`src/rtl/lag_source_fifo_router.sv`:
```
// Injection-side flit FIFO with XY route computation on the head entry.
// The FIFO is first-word-visible. The routed view of the head entry is
// purely combinational, so it adds no latency.
module lag_source_fifo_router #(
  parameter int size         = 14,
  parameter int data_width   = 16,
  parameter int router_radix = 5,
  parameter int x_addr_bits  = 2,
  parameter int y_addr_bits  = 2
) (
  input  logic                  clk,
  input  logic                  rst_n,
  input  logic                  push,
  input  logic                  pop,
  input  logic [data_width+2:0] data_in,
  output logic [data_width+2:0] data_out,
  output logic [data_width+2:0] flit_out,
  output logic                  empty,
  output logic                  full,
  output logic                  nearly_empty,
  output logic                  nearly_full,
  output logic                  out_valid
);
  localparam int FW = data_width + 3;
  localparam int PW = (size > 1) ? $clog2(size) : 1;
  localparam int CW = $clog2(size + 1);
  localparam int XL = router_radix;
  localparam int XH = router_radix + x_addr_bits;
  localparam int YL = router_radix + x_addr_bits + 1;
  localparam int YH = router_radix + x_addr_bits + y_addr_bits + 1;
  localparam int HEAD_BIT = data_width + 1;

  logic [FW-1:0] r_mem [size];
  logic [PW-1:0] r_rd, r_wr;
  logic [CW-1:0] r_cnt;

  logic w_push_ok, w_pop_ok;
  logic signed [x_addr_bits:0] w_x;
  logic signed [y_addr_bits:0] w_y;
  logic [router_radix-1:0]     w_port;

  // A push into a full FIFO is accepted only when a pop frees a slot on the same edge.
  assign w_push_ok = push && (!full || pop);
  assign w_pop_ok  = pop && !empty;

  // Pointers, occupancy count and storage. Memory is cleared so data_out is never X.
  always_ff @(posedge clk or negedge rst_n) begin
    if (!rst_n) begin
      r_rd  <= '0;
      r_wr  <= '0;
      r_cnt <= '0;
      for (int i = 0; i < size; i++) r_mem[i] <= '0;
    end else begin
      if (w_push_ok) begin
        r_mem[r_wr] <= data_in;
        r_wr        <= (r_wr == PW'(size - 1)) ? '0 : r_wr + 1'b1;
      end
      if (w_pop_ok)
        r_rd <= (r_rd == PW'(size - 1)) ? '0 : r_rd + 1'b1;
      case ({w_push_ok, w_pop_ok})
        2'b10:   r_cnt <= r_cnt + 1'b1;
        2'b01:   r_cnt <= r_cnt - 1'b1;
        default: r_cnt <= r_cnt;
      endcase
    end
  end

  assign data_out     = r_mem[r_rd];
  assign empty        = (r_cnt == '0);
  assign full         = (r_cnt == CW'(size));
  assign nearly_empty = (r_cnt <= CW'(1));
  assign nearly_full  = (r_cnt >= CW'(size - 1));
  assign out_valid    = !empty;

  assign w_x = data_out[XH:XL];
  assign w_y = data_out[YH:YL];

  // XY dimension-ordered route: resolve X first, then Y, otherwise eject locally.
  always_comb begin
    w_port = '0;
    if (w_x > 0)       w_port[1] = 1'b1;
    else if (w_x < 0)  w_port[3] = 1'b1;
    else if (w_y > 0)  w_port[0] = 1'b1;
    else if (w_y < 0)  w_port[2] = 1'b1;
    else               w_port[router_radix-1] = 1'b1;
  end

  // Only head flits carry a destination; body and tail flits pass unchanged.
  always_comb begin
    flit_out = data_out;
    if (data_out[HEAD_BIT]) flit_out[router_radix-1:0] = w_port;
  end
endmodule

```
`config.mk`:
```
export PLATFORM = sky130hd
export DESIGN_NAME = lag_source_fifo_router
export DESIGN_NICKNAME = d
export VERILOG_FILES = /design/src/rtl/lag_source_fifo_router.sv
export SDC_FILE = /design/constraint.sdc
export NUM_CORES = 1
export LEC_CHECK = 0
export CAP_MARGIN = 20
export CELL_PAD_IN_SITES_DETAIL_PLACEMENT = 2
export CELL_PAD_IN_SITES_GLOBAL_PLACEMENT = 2
export CORE_ASPECT_RATIO = 1.1
export CORE_MARGIN = 1.5
export CORE_UTILIZATION = 47
export CTS_CLUSTER_DIAMETER = 150
export DETAILED_ROUTE_END_ITERATION = 8
export PLACE_DENSITY = 0.86
export SLEW_MARGIN = 30
export SYNTH_ARGS = -nofsm -noshare
export SYNTH_HDL_FRONTEND = slang
export SYNTH_SLANG_ARGS = --single-unit
```
`constraint.sdc`:
```
create_clock -name clk -period 6 [get_ports clk]
set_input_delay 1.2 -clock clk [delete_from_list [all_inputs] [get_ports clk]]
set_output_delay 1.2 -clock clk [all_outputs]
set_load 0.1 [all_outputs]
```
==> impl_metrics.csv <==
group,metric,value,unit
worst_setup_path,critPathArrivalTime,4.33,ns
timing,finalCritPeriodShare,0.921,
clock_tree,cts_max_level,1,
finish,final_core_util,0.538,
timing,fin_ws,0.472,ns
worst_setup_path,required,4.80,ns
timing,slew_violations,0,
timing,rsz0062_at_grt,"false",
logic_synthesis,synthMuxAreaShare,0.331,
floorplanning,die_w,162,um
logic_synthesis,ys_async_sr_fraction,1.00,
logic_synthesis,yosys_warnings,0,
timing,fin_skew,0.0262,ns
route,wl,41.2,mm
global_routing,gr-usage-met3,0.0386,
timing,finalHoldViolCount,0,
clock_tree,postCtsResizedCells,0,
worst_setup_path,critPathSlowestCell,"dfrtp_4",
logic_synthesis,syn_avg_cell_area,13.8,um^2
worst_setup_path,worstSetupPathType,"reg2out",
logic_synthesis,synthAdderAreaFrac,0.00476,
worst_setup_path,crit_path_frequent_cell,"o21ai_0",
worst_hold_path,hp-class,"reg2reg",
global_routing,grt_usage,0.291,
floorplanning,placementRows,64,
route,drc,0,
logic_synthesis,synth_ff_type,"dfrtp_1",
timing,period_minus_slack,5.53,ns
logic_synthesis,syn_inst,954,
timing,tns,0,ns
floorplanning,dieHeight,178,um
clock_tree,cts_inserted_buffers,31,
global_routing,gr-usage-met1,0.345,
placed_design,dpl.hpwl,22.7,mm
floorplanning,start_util,0.476,
clock_tree,clock-sinks,278,
clock_tree,cts_tree,"done",
clock_tree,cts_buffer_depth,3,
worst_setup_path,critPathTopFamily,"simple AND/OR/NAND/NOR gates",
global_routing,top_usage_layer,"met2",
logic_synthesis,synth_top_family_by_area,"multiplexers",
global_routing,grt_pass1_vias,9920,
worst_setup_path,startpoint_type,"flop",
clock_tree,insertion_delay,0.57,ns
logic_synthesis,syn_nets,982,
finish,area_delta_synth_final,13.1,%
run,cap_violations,0,
global_routing,grt_use_met2,0.529,
route,first_pass_iters,5,
logic_synthesis,seq_area_frac_synth,0.529,
floorplanning,dieArea,29000,um^2
logic_synthesis,synth_commonest_cells,"dfrtp_1, mux2_2, clkbuf_1, mux2i_1, nand2_1",
clock_tree,cts_hold_buf,0,
route,vias,8549,
timing,max_slew_margin,0.306,
worst_setup_path,cp_max_fo,50,
worst_setup_path,crit_buf_inv,1,
global_routing,overflow,0,
finish,antenna_cells,0,
logic_synthesis,yosysMostFrequentCell,"dfrtp_1",
logic_synthesis,synth_xor_area_frac,0.00400,
timing,tightest_slew,1.04,ns
global_routing,antenna_found_initial,0,
finish,seqCellArea,6970,um^2
logic_synthesis,synth_cell_types,49,
finish,nets,1019,
logic_synthesis,synth-seq-cells,278,
placed_design,gp_congestion,0.743,
logic_synthesis,synth_top_area_frac,0.529,
clock_tree,cts_setup_buffers,0,
logic_synthesis,synth_compound_area_frac,0.0582,
route,drt-initial-drc-count,543,
global_routing,grt_pass1_wl,62.2,mm
clock_tree,clkSlewWorstSetupHoldPaths,0.06,ns
finish,num-fill-cells,2504,
floorplanning,pin_count,66,
logic_synthesis,netlist_area,13100,um^2
logic_synthesis,synthSimpleGateAreaFrac,0.0362,
outcome,status,"completed",
worst_setup_path,end_kind,"primary output",
logic_synthesis,synth_edf_count,0,
route,ant_nets,0,
global_routing,grt_max_degree,108,
placed_design,portBuffers,65,
floorplanning,coreArea,27600,um^2
finish,multi_input_area,5730,um^2
route,vias_per_cell,6.23,
logic_synthesis,synth.area.top_cells,"dfrtp_1, mux2_2, mux4_2",
timing,setup_violations,0,
finish,drive_above_1_share,0.413,
logic_synthesis,synth_area_leader_cell,"dfrtp_1",
route,avgRoutedWirePerCell,30.0,um
placed_design,dp_slack,1.36,ns
worst_setup_path,max_stage_delay,0.90,ns
clock_tree,clockRootBuffer,"clkbuf_16",
worst_setup_path,crit_chain,"nand2b_1 > o32ai_1 > o21ai_0 > o21ai_0 > or4_1 > a21oi_1 > buf_4",
timing,fmax,181,MHz
## layout make-up
| type | count | share of cell area |
|---|---|---|
| Clock buffer | 47 | 0.0589 |
| Tap cell | 363 | 0.0306 |
| Clock inverter | 4 | 0.00328 |
| Sequential cell | 278 | 0.469 |
| Inverter | 10 | 0.00252 |
| Multi-Input combinational cell | 582 | 0.386 |
| Timing Repair Buffer | 88 | 0.0507 |
## logic make-up (layout without fill, tap and decap cells)
group | count (synthesis) | after routing
flops | 278 | 278
buf+inv | 94 | 149
mux | 351 | 351
compound gates | 121 | 121
fa+ha+maj | 5 | 5
xor+xnor | 6 | 6
simple gates | 99 | 99
## sequential cells by signal (all words and copies together), names as in the netlist
signal	cells
r_cnt	4
r_rd	4
r_wr	4
r_mem	266
## metrics by stage
step | hold WS, ns | instance area, um^2 | cells
final | 0.504 | 14900 | 1372
after detailed placement | 0.492 | 13900 | 1320
after global placement | 0.481 | 13900 | 1320
after floorplan | 0.471 | 13100 | 954
after global routing | 0.519 | 14900 | 1372
after CTS | 0.507 | 14800 | 1371
## placed cells by master, fill, tap and decap left out, drive strengths merged, types with 2 or more instances in the layout
cell,instances
dfrtp,278
mux2,274
buf,62
clkbuf,47
mux2i,40
nand2,39
mux4,37
a21oi,35
o21ai,33
clkdlybuf4s50,26
nor2,24
o22ai,15
inv,10
nor3,9
nand2b,8
o2bb2ai,7
and3,5
a221o,5
ha,5
nor2b,4
o32ai,4
xnor2,4
a211oi,4
a31oi,3
a22o,3
clkinv,3
nand4b,2
a211o,2
a311oi,2
nand3b,2
o21a,2
nand3,2
xor2,2
and2,2
## final timing paths
kind                       slack [ns]                     end  cells after the start              startpoint
setup / recovery                 0.47             flit_out[0]                      7     r_rd[1]$_DFFE_PN0P_
hold / removal                   0.50  r_mem[257]$_DFFE_PN0P_                      1  r_mem[257]$_DFFE_PN0P_
setup reg to reg                 2.87   r_mem[86]$_DFFE_PN0P_                      8    r_cnt[0]$_DFFE_PN0P_
hold reg to reg                  0.50  r_mem[257]$_DFFE_PN0P_                      1  r_mem[257]$_DFFE_PN0P_
max in group asynchronous        3.90  r_mem[239]$_DFFE_PN0P_                      2                   rst_n
min in group asynchronous        0.65   r_mem[38]$_DFFE_PN0P_                      1                   rst_n
## routing by layer
layer	up-vias	wire length (um)	share of wire
li1	3573	-	-
met1	4591	16200	0.39
met2	280	21600	0.52
met3	105	1750	0.042
met4	0	1590	0.039
met5	-	0	0
Power is not shown: default switching activity piles up to over one toggle a cycle in this logic, so the estimate is an artifact.
